<file path="src/rtl/ddr3_sample_writer.sv">
// ddr3_sample_writer: packs 16-bit audio samples into 256-bit words and
// writes each word to a circular DDR3 region through the MIG 7-series
// application interface. Everything runs on ui_clk.
module ddr3_sample_writer #(
    parameter int ADDR_W           = 29,
    parameter int SAMPLE_W         = 16,
    parameter int WORD_W           = 256,
    parameter int SAMPLES_PER_WORD = 16,
    parameter int BASE_ADDR        = 0,
    parameter int REGION_WORDS     = 1024,
    parameter int ADDR_STEP        = 8
) (
    input  logic                ui_clk,
    input  logic                sys_rst,
    input  logic                init_calib_complete,
    input  logic [SAMPLE_W-1:0] s_data,
    input  logic                s_valid,
    output logic                s_ready,
    input  logic                flush,
    output logic [ADDR_W-1:0]   app_addr,
    output logic [2:0]          app_cmd,
    output logic                app_en,
    input  logic                app_rdy,
    output logic [WORD_W-1:0]   app_wdf_data,
    output logic                app_wdf_wren,
    output logic                app_wdf_end,
    output logic [WORD_W/8-1:0] app_wdf_mask,
    input  logic                app_wdf_rdy,
    output logic                idle,
    output logic                wrap,
    output logic [31:0]         words_written
);

    localparam int CNT_W = $clog2(SAMPLES_PER_WORD + 1);
    localparam logic [CNT_W-1:0]  FULL      = CNT_W'(SAMPLES_PER_WORD);
    localparam logic [ADDR_W-1:0] BASE      = ADDR_W'(BASE_ADDR);
    localparam logic [ADDR_W-1:0] STEP      = ADDR_W'(ADDR_STEP);
    localparam logic [ADDR_W-1:0] LAST_ADDR = ADDR_W'(BASE_ADDR + (REGION_WORDS - 1) * ADDR_STEP);

    typedef enum logic {
        WAIT_CAL = 1'b0,
        RUN      = 1'b1
    } state_t;

    state_t state, state_nxt;

    logic                cal_seen;
    logic [CNT_W-1:0]    pack_cnt;
    logic [WORD_W-1:0]   pack_buf;
    logic                pending_flush;
    logic                out_valid;
    logic [WORD_W-1:0]   out_data;
    logic [ADDR_W-1:0]   out_addr;
    logic                cmd_done;
    logic                data_done;
    logic [ADDR_W-1:0]   next_addr;

    logic                accept;
    logic                xfer;
    logic                cmd_ok;
    logic                data_ok;
    logic                wr_done;

    // Once calibration has been observed the block stays in RUN until reset.
    assign cal_seen = (state == RUN);

    // State register for the calibration gate.
    always_ff @(posedge ui_clk) begin
        if (!sys_rst) state <= WAIT_CAL;
        else          state <= state_nxt;
    end

    // Next-state logic: leave WAIT_CAL on the first calibrated cycle, ignore later drops.
    always_comb begin
        state_nxt = state;
        if (state == WAIT_CAL && init_calib_complete) state_nxt = RUN;
    end

    // FSM outputs: sample handshake and emptiness flag (idle reads 1 while
    // waiting for calibration because the datapath holds nothing).
    always_comb begin
        s_ready = 1'b0;
        if (state == RUN) s_ready = (pack_cnt < FULL) && !pending_flush;
        idle = (pack_cnt == '0) && !out_valid && !pending_flush;
    end

    assign accept = s_valid && s_ready;
    // A full or flushed pack moves to the issue register only when that register is free.
    assign xfer   = cal_seen && ((pack_cnt == FULL) || pending_flush) && !out_valid;

    // Completion counts handshakes that land in the current cycle.
    assign cmd_ok  = cmd_done  || (app_en && app_rdy);
    assign data_ok = data_done || (app_wdf_wren && app_wdf_rdy);
    assign wr_done = out_valid && cmd_ok && data_ok;

    // ---- stage 0: sample packing ----
    // Pack accepted samples lane by lane; a flush marks the partial word for transfer.
    always_ff @(posedge ui_clk) begin
        if (!sys_rst) begin
            pack_cnt      <= '0;
            pack_buf      <= '0;
            pending_flush <= 1'b0;
        end else if (xfer) begin
            pack_cnt      <= '0;
            pack_buf      <= '0;
            pending_flush <= 1'b0;
        end else begin
            if (accept) begin
                for (int i = 0; i < SAMPLES_PER_WORD; i++) begin
                    if (pack_cnt == CNT_W'(i)) pack_buf[i*SAMPLE_W +: SAMPLE_W] <= s_data;
                end
                pack_cnt <= pack_cnt + CNT_W'(1);
            end
            // A sample taken alongside the flush joins the word before it is emitted.
            if (flush && ((pack_cnt != '0) || accept)) pending_flush <= 1'b1;
        end
    end

    // ---- stage 1: MIG write issue ----
    // Latch the word with its address at transfer, then track the two MIG handshakes.
    always_ff @(posedge ui_clk) begin
        if (!sys_rst) begin
            out_valid     <= 1'b0;
            out_data      <= '0;
            out_addr      <= BASE;
            cmd_done      <= 1'b0;
            data_done     <= 1'b0;
            next_addr     <= BASE;
            words_written <= '0;
            wrap          <= 1'b0;
        end else begin
            wrap <= 1'b0;
            if (xfer) begin
                out_valid <= 1'b1;
                out_data  <= pack_buf;
                out_addr  <= next_addr;
                // Address advances here so out_addr always names the word in flight.
                if (next_addr == LAST_ADDR) begin
                    next_addr <= BASE;
                    wrap      <= 1'b1;
                end else begin
                    next_addr <= next_addr + STEP;
                end
            end else if (out_valid) begin
                if (wr_done) begin
                    out_valid     <= 1'b0;
                    cmd_done      <= 1'b0;
                    data_done     <= 1'b0;
                    words_written <= words_written + 32'd1;
                end else begin
                    if (app_en && app_rdy)             cmd_done  <= 1'b1;
                    if (app_wdf_wren && app_wdf_rdy)   data_done <= 1'b1;
                end
            end
        end
    end

    assign app_en       = out_valid && !cmd_done;
    assign app_wdf_wren = out_valid && !data_done;
    assign app_wdf_end  = app_wdf_wren;
    assign app_addr     = out_addr;
    assign app_wdf_data = out_data;
    assign app_cmd      = 3'b000;
    assign app_wdf_mask = '0;

endmodule
</file>
<file path="config.mk">
export PLATFORM = sky130hd
export DESIGN_NAME = ddr3_sample_writer
export DESIGN_NICKNAME = d
export VERILOG_FILES = /design/src/rtl/ddr3_sample_writer.sv
export SDC_FILE = /design/constraint.sdc
export NUM_CORES = 1
export LEC_CHECK = 0
export ABC_CLOCK_PERIOD_IN_PS = 1760
export CORE_MARGIN = 3
export CORE_UTILIZATION = 48
export DETAILED_ROUTE_END_ITERATION = 10
export PLACE_DENSITY = 0.82
export SYNTH_ARGS = -nofsm -noshare
export SYNTH_HDL_FRONTEND = slang
export SYNTH_SLANG_ARGS = --single-unit
</file>
<file path="constraint.sdc">
create_clock -name ui_clk -period 1.76 [get_ports ui_clk]
set_input_delay 0.176 -clock ui_clk [delete_from_list [all_inputs] [get_ports ui_clk]]
set_output_delay 0.176 -clock ui_clk [all_outputs]
set_load 0.005 [all_outputs]
</file>
==> metrics.yaml <==
outcome:
  status: "finished with violations"
  violations: "setup timing"
floorplanning:
  dieHeight_um: 221.5
  num_rows: 78
  design.core.area_um2: 45580
  pin_count: 381
  die_x_um: 221.5
  dieArea_um2: 49040
  start_util_pct: 48.89
cts:
  ctsLongestPathBuffers: 3
  cts_buffers: 59
  clkSinkCount: 607
  root_buffer: "clkbuf_16"
  clkLatencyLatePin_ns: 0.64
  ctsHtreeMaxLevel: 2
  path_clk_slew_ns: 0.06
  cts_tree: "built"
  hold_buffers: 0
yosys:
  yosysWarnings: 0
  ys_seq_area_share_pct: 54.53
  synth_cell_types: 38
  synth-edff-count: 0
  syn_inst: 2805
  post_synth_instance_area_um2: 22280
  avgSynthCellArea_um2: 7.944
  ys.flop_type: "dfxtp_1"
  async_flop_share_pct: 0
  ys_ff_latch: 607
power_and_ir_drop:
  vdd_drop_max_v: 0.0007931
  comb_power_share_pct: 5.4
  pwr-share-seq_pct: 47.3
  clock_power_share_pct: 47.3
  switching_share_pct: 22.73
  leakagePower_uw: 0.01107
  finalPower_uw: 29190
  switchingPower_uw: 6635
  p_per_area_nw_per_um2: 928.9
  p_int_uw: 22560
global_route:
  grt-ovfl-total: 0
  grt_pass1_vias: 20820
  grt_max_degree: 96
  grt_pass1_wl_um: 112500
  antenna_found_initial: 2
  track_usage_pct: 28.43
cells_and_area:
  fillers: 3178
  fin_util_pct: 68.96
  diodes: 0
  syn_to_final_growth_pct: 41.04
  num-nets-final: 3231
  final_common_cell: "nand2_1"
  layout-drive-gt1-share_pct: 16.03
  final_area_um2: 31430
  final_cell_mix: "nand2_1 (923), dfxtp_1 (603), a21oi_1 (444)"
worst_setup_path:
  r2r_slack_ns: -0.18
  path_class: "reg -> reg"
  worst_ep_required_time_ns: 2.32
  cp-end-kind: "flop"
  worstPathArrival_ns: 2.50
  startpoint_type: "flop"
  critical_path_peak_fanout: 22
sta:
  period_share_pct: 110.1
  holdWs_ns: 0.2014
  fin_worst_skew_ns: 0.02803
  report.final.slew_viol_count: 0
  postLayoutSetupSlackWorst_ns: -0.1774
  setup_viol: 560
  rsz0062_at_grt: "yes"
  period_minus_slack_ns: 1.937
  fmax_mhz: 516.2
  slew_headroom_pct: 61.05
  worstMarginPinSlew_ns: 0.5842
  hold_viol: 0
routing:
  finalWirelength_um: 78880
  route.detailed.drc: 0
  vias_per_cell: 5.702
  vias: 21950
  post_drt_wl_per_cell_um: 20.49
  drt_first_pass_iters: 6
  drtIter0Drc: 2871
  detail-route-antenna-nets: 0
place:
  postPlaceCellArea_um2: 27170
  gp_congestion: 0.8756
  hpwlAfterDp_um: 45230
  portBuffers: 342
hold_path:
  min_path_type: "in -> reg"
run:
  drv_cap: 0
-- layer usage --
layer / up-vias / part of all wire, % / global-route usage [%]
li1: 9886 / - / -
met1: 10470 / 37 / 34.85
met2: 1278 / 47 / 47.86
met3: 312 / 10 / 6.713
met4: 4 / 4.9 / 12.55
met5: - / 0.038 / 0
-- synth_stat cells, drive strengths merged (8+ instances only) --
cell    instances  area (um2)
nand2         980        3686
dfxtp         607       12150
a21oi         546        2733
nand3         152       760.7
buf           137       800.8
clkbuf        131       491.7
nor2           75       281.5
xor2           48       420.4
nand4          32       212.7
and3           16       100.1
and2           14       87.58
nor3           10       71.32
xnor2           8       70.07
-- per-stage QoR --
| step | std cells | setup TNS [ns] | setup WS, ns |
|---|---|---|---|
| 2_1_floorplan | 2842 | 0 | 0.002308 |
| 3_3_place_gp | 3676 | -19.21 | -0.1693 |
| 3_5_place_dp | 3676 | -40.03 | -0.2452 |
| 4_1_cts | 3824 | -23.95 | -0.1208 |
| 5_1_grt | 3850 | -79.16 | -0.2262 |
| 6_report | 3850 | -41.02 | -0.1774 |
-- power groups by stage --
stage	Combinational (uW)	Sequential [uW]	Clock, uW
finish	1580	13800	13800
global route	1630	13800	14500
CTS	1360	13800	13900
detailed placement	1120	14100	0
global placement	1110	14100	0
floorplan	645	14100	0
-- timing repair --
item	CTS	global route
gates resized for setup	108	173
endpoints found under the setup margin	562	627
buffers inserted	20	5
pin swaps	25	49
gates cloned	18	21
-- final timing paths --
| check | startpoint | to | cells after the start |
|---|---|---|---|
| worst max-delay path | pack_cnt[0] | app_wdf_data[50] | 9 |
| worst min-delay path | init_calib_complete | cal_seen | 3 |
| worst max register to register | pack_cnt[0] | app_wdf_data[50] | 9 |
| worst min register to register | pack_buf[103] | app_wdf_data[103] | 2 |
-- flip-flops by register name, summed over array words and instances, names as in the netlist --
name and cells:
wrap 1, out_valid 1, data_done 1, cal_seen 1
pending_flush 1, pack_buf 256, next_addr 26, pack_cnt 5
words_written 32, app_wdf_data 256, app_addr 26, cmd_done 1
-- cell type report --
cell class / instances / area [um2] / area share (%)
clock buffers: 78 / 1648 / 5.243
clock inverters: 32 / 485.5 / 1.545
inverters: 8 / 37.54 / 0.1194
multi-input cells: 1961 / 9748 / 31.02
flip-flops and latches: 607 / 12160 / 38.69
well taps: 600 / 750.7 / 2.389
repair buffers: 564 / 6599 / 21.00
-- critical path, stage by stage (launching register included) --
cell and delay [ns]:
dfxtp_2 0.33, inv_2 0.08, ha_4 0.16, and4bb_2 0.30, o21a_4 0.23, buf_8 0.16
buf_12 0.17, buf_16 0.18, nand2_1 0.10, a21oi_2 0.14
-- cells by family (layout without fill, tap and decap cells) --
logic type,count (synthesis),count (layout),synth area share [%]
other,1,38,0.01683
AND/OR/NAND/NOR,1302,1304,24.28
flip-flops,607,607,54.53
AO/OA/AOI/OAI,555,555,12.59
multiplexers,1,1,0.05053
buffers and inverters,276,682,5.935
adder cells (fa/ha/maj),7,7,0.3930
XOR/XNOR,56,56,2.201
Power figures use the tool's default switching activity.
